**src/rtl/prog_loader_pkg.sv**
```systemverilog
// Shared types and constants for the serial program-load link.
// Used by the loader FSM, its deserialiser and the driver side.
package prog_loader_pkg;

  localparam int FRAME_BITS = 13;
  localparam int ADDR_W     = 4;
  localparam int DATA_W     = 8;
  localparam int CNT_W      = $clog2(FRAME_BITS + 1);
  localparam int FOK_W      = 5;

  typedef enum logic [1:0] {
    LM_IDLE = 2'b00,
    LM_IMEM = 2'b01,
    LM_DMEM = 2'b10,
    LM_RUN  = 2'b11
  } link_mode_t;

  typedef enum logic [2:0] {
    IDLE,
    SHIFT_I,
    SHIFT_D,
    COMMIT,
    RUN,
    HALTED
  } loader_state_t;

  // Where the FSM goes when a mode is seen from IDLE (or after an abort)
  function automatic loader_state_t mode_state(link_mode_t m);
    loader_state_t s;
    unique case (m)
      LM_IMEM: s = SHIFT_I;
      LM_DMEM: s = SHIFT_D;
      LM_RUN:  s = RUN;
      default: s = IDLE;
    endcase
    return s;
  endfunction

endpackage

```
**src/rtl/frame_deser.sv**
```systemverilog
// Frame deserialiser: right-shifting frame register with a
// saturating sample counter; full means a whole frame is held.
module frame_deser
  import prog_loader_pkg::*;
(
  input  logic                  clk,
  input  logic                  rst,
  input  logic                  din,
  input  logic                  shift_en,
  input  logic                  clr,
  output logic [FRAME_BITS-1:0] sr,
  output logic                  full
);

  logic [FRAME_BITS-1:0] sr_q;
  logic [CNT_W-1:0]      cnt_q;

  assign sr   = sr_q;
  assign full = (cnt_q == CNT_W'(FRAME_BITS));

  always_ff @(posedge clk) begin
    if (rst) begin
      sr_q  <= '0;
      cnt_q <= '0;
    end else begin
      if (shift_en)
        sr_q <= {din, sr_q[FRAME_BITS-1:1]};
      // clr with shift_en restarts a frame on this sample
      if (clr)
        cnt_q <= shift_en ? CNT_W'(1) : '0;
      else if (shift_en && !full)
        cnt_q <= cnt_q + CNT_W'(1);
    end
  end

endmodule

```
**src/rtl/prog_loader.sv**
```systemverilog
// Receive side of the serial program-load link: frames into
// imem/dmem writes, then the core start/run/done handshake.
module prog_loader
  import prog_loader_pkg::*;
(
  input  logic              clk,
  input  logic              rst,
  input  logic              mosi_in,
  input  logic [1:0]        mode_in,
  input  logic              halt_in,
  output logic              imem_we,
  output logic              dmem_we,
  output logic [ADDR_W-1:0] mem_waddr,
  output logic [DATA_W-1:0] mem_wdata,
  output logic              core_start,
  output logic              core_run,
  output logic              done_out,
  output logic              frame_err,
  output logic [FOK_W-1:0]  frames_ok
);

  loader_state_t     state_q;
  logic              imem_we_q;
  logic              dmem_we_q;
  logic [ADDR_W-1:0] waddr_q;
  logic [DATA_W-1:0] wdata_q;
  logic              start_q;
  logic              run_q;
  logic              done_q;
  logic              err_q;
  logic [FOK_W-1:0]  fok_q;

  link_mode_t            mode;
  link_mode_t            origin;
  logic                  is_load;
  logic                  shift_en;
  logic                  clr;
  logic [FRAME_BITS-1:0] sr;
  logic                  full;

  assign mode    = link_mode_t'(mode_in);
  assign is_load = (mode == LM_IMEM) || (mode == LM_DMEM);
  assign origin  = (state_q == SHIFT_I) ? LM_IMEM : LM_DMEM;

  always_comb begin
    shift_en = 1'b0;
    clr      = 1'b0;
    unique case (state_q)
      IDLE: begin
        shift_en = is_load;
        clr      = is_load;
      end
      SHIFT_I, SHIFT_D: begin
        if (mode == origin) begin
          shift_en = 1'b1;
        end else if (mode != LM_IDLE) begin
          shift_en = is_load;
          clr      = 1'b1;
        end
      end
      COMMIT:  clr = 1'b1;
      default: ;
    endcase
  end

  frame_deser u_deser (
    .clk      (clk),
    .rst      (rst),
    .din      (mosi_in),
    .shift_en (shift_en),
    .clr      (clr),
    .sr       (sr),
    .full     (full)
  );

  always_ff @(posedge clk) begin
    if (rst) begin
      state_q   <= IDLE;
      imem_we_q <= 1'b0;
      dmem_we_q <= 1'b0;
      waddr_q   <= '0;
      wdata_q   <= '0;
      start_q   <= 1'b0;
      run_q     <= 1'b0;
      done_q    <= 1'b0;
      err_q     <= 1'b0;
      fok_q     <= '0;
    end else begin
      imem_we_q <= 1'b0;
      dmem_we_q <= 1'b0;
      start_q   <= 1'b0;
      unique case (state_q)
        IDLE: begin
          state_q <= mode_state(mode);
          if (mode == LM_RUN) begin
            start_q <= 1'b1;
            run_q   <= 1'b1;
          end
        end
        SHIFT_I, SHIFT_D: begin
          if (mode == LM_IDLE) begin
            state_q <= COMMIT;
            if (full) begin
              imem_we_q <= (state_q == SHIFT_I);
              dmem_we_q <= (state_q == SHIFT_D);
              waddr_q   <= sr[ADDR_W-1:0];
              wdata_q   <= sr[ADDR_W+DATA_W-1:ADDR_W];
              if (fok_q != '1)
                fok_q <= fok_q + FOK_W'(1);
            end else begin
              err_q <= 1'b1;
            end
            if (sr[FRAME_BITS-1])
              err_q <= 1'b1;
          end else if (mode != origin) begin
            // mode jumped without passing through idle: drop the frame
            err_q   <= 1'b1;
            state_q <= mode_state(mode);
            if (mode == LM_RUN) begin
              start_q <= 1'b1;
              run_q   <= 1'b1;
            end
          end
        end
        COMMIT: state_q <= IDLE;
        RUN: begin
          if (mode == LM_IDLE) begin
            state_q <= IDLE;
            run_q   <= 1'b0;
          end else if (halt_in) begin
            state_q <= HALTED;
            done_q  <= 1'b1;
          end
        end
        HALTED: begin
          if (mode != LM_RUN) begin
            state_q <= IDLE;
            run_q   <= 1'b0;
            done_q  <= 1'b0;
            if (mode != LM_IDLE)
              err_q <= 1'b1;
          end
        end
        default: state_q <= IDLE;
      endcase
    end
  end

  assign imem_we    = imem_we_q;
  assign dmem_we    = dmem_we_q;
  assign mem_waddr  = waddr_q;
  assign mem_wdata  = wdata_q;
  assign core_start = start_q;
  assign core_run   = run_q;
  assign done_out   = done_q;
  assign frame_err  = err_q;
  assign frames_ok  = fok_q;

endmodule
```
**config.mk**
```make
export PLATFORM = sky130hd
export DESIGN_NAME = prog_loader
export DESIGN_NICKNAME = d
export VERILOG_FILES = /design/src/rtl/prog_loader_pkg.sv /design/src/rtl/frame_deser.sv /design/src/rtl/prog_loader.sv
export SDC_FILE = /design/constraint.sdc
export NUM_CORES = 1
export LEC_CHECK = 0
export BUFFER_PORTS_ARGS = -buffer_cell sky130_fd_sc_hd__buf_2
export CAP_MARGIN = 20
export CORE_AREA = 5 5 66 83
export CTS_CLUSTER_DIAMETER = 40
export DETAILED_ROUTE_END_ITERATION = 7
export DIE_AREA = 0 0 71 88
export PLACE_DENSITY = 0.66
export SETUP_SLACK_MARGIN = 0.15
export SYNTH_ARGS = -nofsm -noshare
export SYNTH_HDL_FRONTEND = slang
export SYNTH_SLANG_ARGS = --single-unit
```
**constraint.sdc**
```tcl
create_clock -name clk -period 2.9 [get_ports clk]
set_input_delay 0.145 -clock clk [delete_from_list [all_inputs] [get_ports clk]]
set_output_delay 0.145 -clock clk [all_outputs]
set_load 0.03 [all_outputs]
```
==> results of run 1 <==
-- worst max-delay path: stages, from the launching register on --
cell and delay [ps]:
dfxtp_1 670, nor2b_1 320, a31oi_1 160, nor3_1 420, o21ai_0 160
-- power by group through the flow --
stage	combinational [mW]	sequential, mW	clock, mW
5_1_grt	0.160	0.641	0.498
3_5_place_dp	0.146	0.650	0
3_3_place_gp	0.144	0.649	0
4_1_cts	0.147	0.636	0.470
6_report	0.146	0.636	0.461
2_1_floorplan	0.124	0.641	0
-- cells by family after synthesis --
family	Yosys count	synth area share
and+or+nand+nor	86	0.2266
AOI/OAI and AO/OA	47	0.1454
DFF	43	0.4295
buffers and inverters	21	0.04932
muxes	16	0.07990
adders and majority gates	9	0.05618
xor gates and xnor gates	3	0.01311
-- metal layers --
metal	track usage	wire (um)	up-vias
li1	-	-	824
met1	0.1519	1703	760
met2	0.2236	1864	40
met3	0.03789	207	5
met4	0.04103	51	0
met5	0	0	-
-- final timing paths --
| check | start | endpoint | slack (ps) | depth (start not counted) |
|---|---|---|---|---|
| min reg2reg | core_run$_SDFFE_PP0P_ | core_run$_SDFFE_PP0P_ | 440 | 2 |
| max reg2reg | state_q[0]$_SDFFE_PP0P_ | state_q[1]$_SDFFE_PP0P_ | 1040 | 4 |
| max | state_q[0]$_SDFFE_PP0P_ | state_q[1]$_SDFFE_PP0P_ | 1040 | 4 |
| min | mosi_in | u_deser.sr[12]$_SDFFE_PP0P_ | 110 | 3 |
-- synth_stat cells, types with 4 or more instances --
| cell | count | area (um^2) |
|---|---|---|
| dfxtp_1 | 43 | 860.8 |
| nand2_1 | 29 | 108.9 |
| nor2_1 | 23 | 86.33 |
| a21oi_1 | 21 | 105.1 |
| mux2i_1 | 16 | 160.2 |
| ha_1 | 9 | 112.6 |
| clkbuf_1 | 7 | 26.28 |
| inv_1 | 7 | 26.28 |
| o21ai_0 | 7 | 35.03 |
| nand2b_1 | 6 | 37.54 |
| nor3_1 | 6 | 30.03 |
| buf_2 | 4 | 20.02 |
| nor2b_1 | 4 | 25.02 |
-- state kept, by name, summed over array words and instances (netlist names), 3 cells and up --
signal         cells
mem_wdata          8
mem_waddr          4
state_q            3
u_deser.sr        13
u_deser.cnt_q      4
frames_ok          5
-- cells in the final DEF (no fill, tap or decap), types with 2 or more instances in the layout --
cell type / netlist / final
clkbuf_8: 0 / 5
o21a_1: 3 / 3
nand2b_1: 6 / 6
nand3_1: 3 / 3
nor3b_1: 2 / 2
nor2_1: 23 / 23
a31oi_1: 3 / 3
nand2_1: 29 / 29
buf_2: 4 / 28
xnor2_1: 2 / 2
mux2i_1: 16 / 16
inv_1: 7 / 7
nand3b_1: 2 / 2
a21oi_1: 21 / 21
dfxtp_1: 43 / 43
a311oi_1: 2 / 2
o21ai_0: 7 / 7
nor2b_1: 4 / 4
a211oi_1: 2 / 2
nor3_1: 6 / 6
ha_1: 9 / 9
-- metrics by stage --
stage,setup WS [ps],hold WS [ps]
finish,1040,109.1
global route,870.0,112.9
CTS,1053,106.8
detailed placement,1023,419.5
global placement,1018,404.4
floorplan,1064,281.0
-- area by class of cell --
class | count | area [um^2] | area share
Multi-Input combinational cell | 161 | 1045 | 0.4608
Tap cell | 60 | 75.07 | 0.03311
Clock inverter | 3 | 43.79 | 0.01932
Inverter | 7 | 26.28 | 0.01159
Sequential cell | 43 | 860.8 | 0.3797
Timing Repair Buffer | 29 | 147.6 | 0.06512
Clock buffer | 5 | 68.82 | 0.03035
==> impl_metrics.env, run 1 <==
export IMPL_routed_wl_um=3826
export IMPL_switching_power_uw=328.1
export IMPL_cts_buffer_depth=2
export IMPL_wl_per_cell_um=12.42
export IMPL_seq_power_share=0.512
export IMPL_utilization=0.4903
export IMPL_vias=1629
export IMPL_cp_end_kind="flip-flop"
export IMPL_syn_inst=225
export IMPL_dpl_cell_count=300
export IMPL_setup_viol=0
export IMPL_diodes=0
export IMPL_fin_skew_ps=6.914
export IMPL_gr_total_overflow=0
export IMPL_cts_setup_buffers=0
export IMPL_tns_ps=0
export IMPL_critPathKind="flip-flop to flip-flop"
export IMPL_syn_nets=240
export IMPL_first_iter_violations=84
export IMPL_synth_distinct_cells=44
export IMPL_die_h_um=88
export IMPL_yosysWarningCount=0
export IMPL_grtUsageTotal=0.1284
export IMPL_coreArea_um2=4624
export IMPL_p_sw_frac=0.2640
export IMPL_syn_area_um2=2004
export IMPL_io_pins=29
export IMPL_fin_nets=262
export IMPL_rsz0062_at_grt="no"
export IMPL_cap_violations=0
export IMPL_port_buffers=28
export IMPL_ys_ff_latch=43
export IMPL_cts_buffers=5
export IMPL_fmax_mhz=537.7
export IMPL_cts_tree="built"
export IMPL_cts_sinks=43
export IMPL_final_hold_violation_count=0
export IMPL_syn_avg_cell_area_um2=8.909
export IMPL_worst_pin_slew_ps=739.9
export IMPL_drt_first_pass_iters=4
export IMPL_outcome="completed"
export IMPL_gp_congestion=0.7996
export IMPL_cts_hold_buf=0
export IMPL_ant_nets=0
export IMPL_ys_flop_type="dfxtp_1"
export IMPL_place_area_um2=2155
export IMPL_vias_per_cell=5.289
export IMPL_layout_drive_gt1_share=0.1734
export IMPL_dp_hpwl_um=2712
export IMPL_finalPower_mw=1.243
export IMPL_leakage_nw=0.8842
export IMPL_grt_max_degree=43
export IMPL_grt_antenna_before_repair=0
export IMPL_drc=0
export IMPL_critPathRequiredTime_ps=3060
export IMPL_grt_pass1_vias=1472
export IMPL_min_period_ps=1860
export IMPL_start_util=0.4334
export IMPL_row_count=28
export IMPL_dieArea_um2=6248
export IMPL_worstSkewPairLatency_ps=290
export IMPL_cts_max_level=2
export IMPL_synth_edf_count=0
export IMPL_grt_pass1_wl_um=6555
export IMPL_path_clk_slew_ps=80
export IMPL_cts_root_buffer="clkbuf_8"
export IMPL_yosysSeqAreaShare=0.4295
export IMPL_num_fill_cells=473
export IMPL_crit_fanout=16
export IMPL_worst_setup_path_start_kind="flip-flop"
export IMPL_p_comb_frac=0.117
export IMPL_arrival_ps=2020
export IMPL_final_min_period_over_clock_period=0.6413
export IMPL_relSlewSlack=0.5061
export IMPL_ir_drop_uv=457.3
export IMPL_die_w_um=71
export IMPL_area_growth_syn_to_layout_pct=13.11
export IMPL_fin_cells=308
export IMPL_min_path_type="primary input to flip-flop"
export IMPL_final_area_um2=2267
export IMPL_slew_violations=0
export IMPL_async_flop_share=0
export IMPL_intPower_uw=914.4
export IMPL_cts_resized=0
export IMPL_p_per_area_nw_per_um2=548.0
export IMPL_clkPwrFrac=0.371
Power figures use the tool's default switching activity.
==> inputs of run 2 (changes only) <==
--- a/config.mk
+++ b/config.mk
@@ -5,6 +5,7 @@
 export SDC_FILE = /design/constraint.sdc
 export NUM_CORES = 1
 export LEC_CHECK = 0
+export ABC_AREA = 1
 export BUFFER_PORTS_ARGS = -buffer_cell sky130_fd_sc_hd__buf_2
 export CAP_MARGIN = 20
 export CORE_AREA = 5 5 66 83
==> constraint.sdc (replaced) <==
create_clock -name clk -period 1.94 [get_ports clk]
set_input_delay 0.097 -clock clk [delete_from_list [all_inputs] [get_ports clk]]
set_output_delay 0.097 -clock clk [all_outputs]
set_load 0.03 [all_outputs]
==> impl_metrics.env, run 2 <==
export IMPL_layout_drive_gt1_share=0.2057
export IMPL_slew_violations=0
export IMPL_p_comb_frac=0.278
export IMPL_ys_flop_type="dfxtp_1"
export IMPL_outcome="completed"
export IMPL_p_sw_frac=0.3446
export IMPL_setup_viol=0
export IMPL_grt_pass1_wl_um=6637
export IMPL_intPower_mw=1.584
export IMPL_p_per_area_nw_per_um2=1053
export IMPL_die_h_um=88
export IMPL_drt_first_pass_iters=4
export IMPL_min_period_ps=1532
export IMPL_syn_area_um2=2011
export IMPL_vias_per_cell=4.751
export IMPL_yosysMostFrequentCell="dfxtp_1"
export IMPL_yosysWarningCount=0
export IMPL_rsz0062_at_grt="no"
export IMPL_multi_input_area_um2=952.2
export IMPL_postLayoutSetupSlackWorst_ps=407.6
export IMPL_syn_nets=268
export IMPL_io_pins=29
export IMPL_wl_per_cell_um=11.23
export IMPL_seq_power_share=0.435
export IMPL_synthTopCellsByCount="dfxtp_1, a21oi_1, nand2_1, inv_1, nor2_1"
export IMPL_min_path_type="primary input to flip-flop"
export IMPL_switching_power_uw=832.9
export IMPL_vias=1625
export IMPL_regArea_um2=860.8
export IMPL_path_clk_slew_ps=80
export IMPL_fin_nets=296
export IMPL_synth_distinct_cells=34
export IMPL_grt_pass1_vias=1542
export IMPL_critPathKind="flip-flop to flip-flop"
export IMPL_dp_hpwl_um=2881
export IMPL_cts_setup_buffers=0
export IMPL_dieArea_um2=6248
export IMPL_gr_total_overflow=0
export IMPL_leakage_nw=1.107
export IMPL_cts_sinks=43
export IMPL_yosysTopAreaCellShare=0.4281
export IMPL_crit_fanout=9
export IMPL_coreArea_um2=4624
export IMPL_final_common_cell="dfxtp_1"
export IMPL_num_fill_cells=466
export IMPL_cts_hold_buf=0
export IMPL_synth_edf_count=0
export IMPL_cp_end_kind="flip-flop"
export IMPL_diodes=0
export IMPL_grt_antenna_before_repair=0
export IMPL_row_count=28
export IMPL_fmax_mhz=652.6
export IMPL_final_min_period_over_clock_period=0.7899
export IMPL_gp_congestion=0.8836
export IMPL_async_flop_share=0
export IMPL_first_iter_violations=86
export IMPL_die_w_um=71
export IMPL_yosysSeqAreaShare=0.4281
export IMPL_port_buffers=28
export IMPL_cap_violations=0
export IMPL_worstSkewPairLatency_ps=290
export IMPL_cts_buffer_depth=2
export IMPL_clkPwrFrac=0.287
export IMPL_fin_skew_ps=4.136
export IMPL_cts_resized=0
export IMPL_syn_avg_cell_area_um2=7.947
export IMPL_dp_slack_ps=413.0
export IMPL_ir_drop_uv=390.8
export IMPL_grt_max_degree=26
export IMPL_relSlewSlack=0.7739
export IMPL_start_util=0.4348
export IMPL_area_growth_syn_to_layout_pct=14.19
export IMPL_ys_ff_latch=43
export IMPL_layout_common_cells="dfxtp_1, a21oi_1, nand2_1"
export IMPL_ant_nets=0
export IMPL_synth_area_leaders="dfxtp_1, a21oi_1, nand2_1"
export IMPL_cts_root_buffer="clkbuf_8"
export IMPL_cts_tree="built"
export IMPL_tns_ps=0
export IMPL_grtUsageTotal=0.1351
export IMPL_critPathRequiredTime_ps=2130
export IMPL_arrival_ps=1720
export IMPL_worst_setup_path_start_kind="flip-flop"
export IMPL_routed_wl_um=3840
export IMPL_largest_register_ffs=13
export IMPL_drc=0
export IMPL_cts_buffers=5
export IMPL_syn_inst=253
export IMPL_synth_largest_area_cell="dfxtp_1"
export IMPL_worst_pin_slew_ps=338.7
export IMPL_cts_max_level=2
export IMPL_final_hold_violation_count=0
==> run 2: layout make-up <==
type	instances	share of cell area
multi-input cells	166	0.4147
flip-flops and latches	43	0.3749
repair buffers	29	0.06431
inverters	36	0.06431
well taps	60	0.03270
clock buffers	5	0.02997
clock inverters	3	0.01907
==> run 2: final timing paths <==
| check | slack, ps | endpoint | startpoint | cells past startpoint |
|---|---|---|---|---|
| hold reg to reg | 470 | mem_wdata[0]$_SDFFE_PP0P_ | u_deser.sr[4]$_SDFFE_PP0P_ | 2 |
| hold / removal | 100 | u_deser.sr[12]$_SDFFE_PP0P_ | mosi_in | 3 |
| setup reg to reg | 410 | frames_ok[2]$_SDFFE_PP0P_ | u_deser.cnt_q[0]$_SDFFE_PP0P_ | 8 |
| setup / recovery | 410 | frames_ok[2]$_SDFFE_PP0P_ | u_deser.cnt_q[0]$_SDFFE_PP0P_ | 8 |
==> run 2: power by group through the flow <==
stage	registers (mW)	clock network (mW)	logic [mW]
after global routing	1.07	0.760	0.764
after detailed placement	1.07	0	0.673
after CTS	1.05	0.723	0.675
after floorplan	1.09	0	0.520
final	1.05	0.695	0.672
after global placement	1.07	0	0.668
==> run 2: cell families after synthesis <==
family                   synth area share
flip-flops                         0.4281
adder cells (fa/ha/maj)           0.05601
XOR/XNOR                         0.008713
buffers and inverters             0.09832
AO/OA/AOI/OAI                      0.1705
AND/OR/NAND/NOR                    0.2383
==> run 2: stage by stage <==
stage / total power, mW / cells / utilization / area (um^2) / hold slack (ps)
3_5_place_dp: 1.744 / 334 / 0.4721 / 2183 / 398.2
2_1_floorplan: 1.612 / 253 / - / 2011 / 287.0
4_1_cts: 2.449 / 342 / 0.4965 / 2296 / 86.86
6_report: 2.417 / 342 / 0.4965 / 2296 / 98.81
5_1_grt: 2.591 / 342 / 0.4965 / 2296 / 126.0
3_3_place_gp: 1.735 / 334 / 0.4721 / 2183 / 402.1
==> run 2: critical path, cell delays in order, from the launching register on <==
cell     delay [ps]
dfxtp_1         410
ha_1            170
nand3_1         160
nor2_2          240
nand2_8         110
nor2_8          160
nand3_1          80
nand2_1          60
nor2_1           40
==> run 2: routing by layer <==
layer	global-route usage	wire [um]	up-vias
met5	0	0	-
met4	0.07350	77	0
met3	0.03789	130	7
met2	0.2321	1898	23
met1	0.1512	1734	720
li1	-	-	875
